===== src/rtl/cbu_pkg.sv =====
// Shared constants for the CBU up-counter family.
package cbu_pkg;

    localparam logic MODE_FULL = 1'b0;
    localparam logic MODE_MOD  = 1'b1;

    localparam int unsigned CBU_WIDTH = 16;

endpackage


===== src/rtl/cbu_term_cmp.sv =====
// Terminal-value select and equality compare for the CBU up counters.
module cbu_term_cmp
    import cbu_pkg::*;
#(
    parameter int unsigned WIDTH = CBU_WIDTH
) (
    input  logic [WIDTH-1:0] q_i,
    input  logic             modsel_i,
    input  logic [WIDTH-1:0] modv_i,
    output logic [WIDTH-1:0] term_o,
    output logic             eq_o
);

    always_comb begin
        term_o = (modsel_i == MODE_MOD) ? modv_i : {WIDTH{1'b1}};
        eq_o   = (q_i == term_o);
    end

endmodule


===== src/rtl/cbua16_mod.sv =====
// 16-bit cascadable up counter with load, preset, programmable modulus and one-shot mode.
module cbua16_mod
    import cbu_pkg::*;
#(
    parameter int unsigned WIDTH   = CBU_WIDTH,
    parameter bit          ONESHOT = 1'b0
) (
    input  logic             CLK,
    input  logic             CD,
    input  logic             SD,
    input  logic             LD,
    input  logic [WIDTH-1:0] D,
    input  logic             EN,
    input  logic             CAI,
    input  logic             MODSEL,
    input  logic [WIDTH-1:0] MODV,
    output logic [WIDTH-1:0] Q,
    output logic             CAO,
    output logic             TCP,
    output logic             DONE
);

    logic [WIDTH-1:0] q_d, q_q;
    logic             tcp_d, tcp_q;
    logic             done_d, done_q;
    logic [WIDTH-1:0] term;
    logic             at_term;
    logic             adv;

    cbu_term_cmp #(
        .WIDTH (WIDTH)
    ) u_term_cmp (
        .q_i      (q_q),
        .modsel_i (MODSEL),
        .modv_i   (MODV),
        .term_o   (term),
        .eq_o     (at_term)
    );

    assign adv = CAI & EN & ~done_q;
    // Carry chain stays purely combinational so cascaded stages advance on the same edge.
    assign CAO = adv & at_term;

    always_comb begin
        q_d    = q_q;
        tcp_d  = 1'b0;
        done_d = done_q;
        if (SD) begin
            q_d    = {WIDTH{1'b1}};
            done_d = 1'b0;
        end else if (LD) begin
            q_d    = D;
            done_d = 1'b0;
        end else if (adv) begin
            if (at_term) begin
                q_d    = '0;
                tcp_d  = 1'b1;
                done_d = ONESHOT;
            end else begin
                // Above an out-of-range MODV this wraps through 0 without a terminal advance.
                q_d = q_q + 1'b1;
            end
        end
    end

    always_ff @(posedge CLK) begin
        if (CD) begin
            q_q    <= '0;
            tcp_q  <= 1'b0;
            done_q <= 1'b0;
        end else begin
            q_q    <= q_d;
            tcp_q  <= tcp_d;
            done_q <= done_d;
        end
    end

    assign Q    = q_q;
    assign TCP  = tcp_q;
    assign DONE = done_q;

    logic unused_term;
    assign unused_term = ^term;

endmodule


===== config.mk =====
export PLATFORM = sky130hd
export DESIGN_NAME = cbua16_mod
export DESIGN_NICKNAME = d
export VERILOG_FILES = /design/src/rtl/cbu_pkg.sv /design/src/rtl/cbu_term_cmp.sv /design/src/rtl/cbua16_mod.sv
export SDC_FILE = /design/constraint.sdc
export NUM_CORES = 1
export LEC_CHECK = 0
export ABC_CLOCK_PERIOD_IN_PS = 3400
export CELL_PAD_IN_SITES_DETAIL_PLACEMENT = 0
export CELL_PAD_IN_SITES_GLOBAL_PLACEMENT = 1
export CORE_ASPECT_RATIO = 0.5
export CORE_MARGIN = 8
export CORE_UTILIZATION = 32
export DETAILED_ROUTE_END_ITERATION = 10
export PLACE_DENSITY_LB_ADDON = 0.1
export SLEW_MARGIN = 20
export SYNTH_ARGS = -nofsm -noshare
export SYNTH_HDL_FRONTEND = slang
export SYNTH_HIERARCHICAL = 1
export SYNTH_SLANG_ARGS = --single-unit

===== constraint.sdc =====
create_clock -name CLK -period 3.4 [get_ports CLK]
set_clock_uncertainty 0.15 [all_clocks]
set_input_delay 0.68 -clock CLK [delete_from_list [all_inputs] [get_ports CLK]]
set_output_delay 0.68 -clock CLK [all_outputs]
set_load 0.02 [all_outputs]

==> impl_results.md <==
* Outcome: finished clean
* Tcrit/Tclk final at 97.9%
* Sequential share of power at 38.1%
* Post-Layout Inst Area at 2440 µm²
* Met3 WL at between 500 and 600 µm
* R2r startpoint: Q[3]
* R2R Setup Slk at 0.87 ns
* DR DRC count at 0
* Total GRT Usage at 15.0%
* Total gr overflow at 0
* Via count at 1901
* Fin. max-slew vios at 0
* Pleak at 0.924 nW
* Largest net degree at the start of global routing at 23
* DR vias/cell at 5.34
* Vias in the first global route at 1737
* Startpoint Class: input port
* Worst path max stage delay at ~0.42 ns
* Cell Rows at 18
* DP Wirelength at 4590 µm
* Synthesized Nets at 256
* Stages on worst setup path at 9
* Crit path top cell by count: buf_4
* Max layer used: met4
* Die span in y at 66.4 µm
* Initial antenna violation count at 0
* CTS sink cnt at 17
* Starting Density at between 30% and 40%
* Synth Warn # at 6
* Initial DRC count at 118
* Critical path type: input port to output port
* P_int at 0.000437 W
* First-pass GRT wire length at 9200 µm
* Endpoints failing hold at 0
* Layout Nets at 327
* Max Freq at about 300 MHz
* # hold bufs at CTS at 0
* Crit-path cells: clkdlybuf4s50_1 -> buf_4 -> xor2_1 -> o31ai_1 -> o32ai_1 -> nor4_2 -> buf_4 -> and3_4 -> buf_6
* CTS buffer count at 3
* Final WL at roughly 6000 µm
* Final core occ at 49.6%
* WL met1 at 2850 µm
* Switching Fraction at 34.9%
* H-tree depth at 1
* Root buffer cell: clkbuf_8
* Worst Setup SP: MODV[3]
* Top delay family on crit path: buffers and inverters
* Share of cells above drive strength 1 at 13.6%
* Area Overhead vs Synth at 49.8%
* CP Capture Type: output port
* Peak supply drop at 144 µV
* Routed wire per std cell at 16.7 µm
* Clock buffer depth at 2
* Clk_lat worst skew at 0.25 ns
* Arrival @ worst endpoint at ~2.5 ns
* Die footprint at 7760 µm²
* Hold-critical path depth at 2
* Ports at 58
* Final setup violation count at 0
* NetSw at 0.000235 W
* GPL Wtd Cong at 0.807
* MaxCap Viol Count at 0
* Clock transition at path regs at 0.07 ns
* Comb power frac at 38.7%
* Chip width at 117 µm
* Detail Route Antenna Nets at 0
* I/O Buffers at between 50 and 60
* Cells after Synth at 216
* CP bufs+invs at 4
* Clock group share of total power at 23.2%
* Syn avg cell area at about 7.5 µm²
* Placed cell areas at 2350 µm²
* Met2 WL at around 2500 µm
* Critical path peak fanout at 2
* Ant. Diodes at 0
* Hold Crit Start: Q[10]
* Drt pass-1 iters at 4
* Core box area at 4910 µm²
* Crit-path slowest cell: clkdlybuf4s50_1
* Worst path required time at about 2.6 ns
* Worst r2r dst: Q[0]
* RSZ-0062 raised after global routing: no
* Power Dens Cells at 276 nW/µm²
* Post-layout min period at approximately 3.3 ns
* CTS tree: built
* Mapped Area at 1630 µm²
* Worst-case reg-to-reg path depth at 10
* Class of the worst hold path: flop to flop
* Setup crit end: CAO
## placed cells by master, fill, tap and decap left out, drive strengths merged, types with 5 or more instances in the layout
master,count
clkdlybuf4s50,52
buf,23
nand2,21
a21oi,20
o21ai,18
dfxtp,17
nand2b,14
nor2,12
or3b,8
nand3,7
xor2,7
a211oi,6
a221oi,6
nor4,5
## worst min-delay path by stage
stage / endpoint / slack, ns
finish: Q[10] / 0.49
global route: Q[10] / 0.53
CTS: Q[15] / 0.49
detailed placement: Q[15] / 0.49
global placement: Q[15] / 0.47
floorplan: Q[15] / 0.48
## power by group through the flow
stage,clock (W),combinational [W],sequential [W]
6_report,0.000156,0.000260,0.000256
5_1_grt,0.000166,0.000282,0.000260
4_1_cts,0.000159,0.000260,0.000255
3_5_place_dp,0,0.000256,0.000260
3_3_place_gp,0,0.000254,0.000260
2_1_floorplan,0,0.000104,0.000276
## state kept, by name, indices dropped and copies added (netlist names)
name,cells
TCP,1
Q,16
## per-stage QoR
step	cells	hold slack (ns)	worst slack (ns)	total power [W]	setup TNS [ns]
6_report	356	0.492	0.0721	0.000672	0
5_1_grt	356	0.530	0.00524	0.000708	0
4_1_cts	356	0.490	0.0148	0.000675	0
3_5_place_dp	350	0.487	-0.665	0.000516	-0.760
3_3_place_gp	350	0.472	-0.638	0.000514	-0.745
2_1_floorplan	216	0.485	0.385	0.000379	0
## routing by layer
metal	global-route usage [%]	vias up
met4	2.37	0
met3	3.19	2
met5	0	-
met2	21.6	73
met1	22.2	869
li1	-	957
## worst register-to-register path: cells and delay by family (launching register included)
kind,cells,cell delay [ns]
DFF,1,0.42
buffers and inverters,2,0.32
and+or+nand+nor,4,0.81
AOI/OAI and AO/OA,4,0.71
## timing repair
item	in CTS	in global routing
pin swaps	1	1
buffers inserted	1	0
gates cloned	1	0
resized for setup	8	6
endpoints found under the setup margin	1	1
## layout make-up
| type | count | area, µm² |
|---|---|---|
| fill | 544 | 2470 |
| multi-input combinational | 183 | 1210 |
| timing repair buffer | 78 | 734 |
| sequential | 17 | 340 |
| tap | 70 | 87.6 |
| clock buffer | 3 | 41.3 |
| inverter | 4 | 15.0 |
| clock inverter | 1 | 5.00 |
Note: power is estimated with default switching activity, not from simulation.
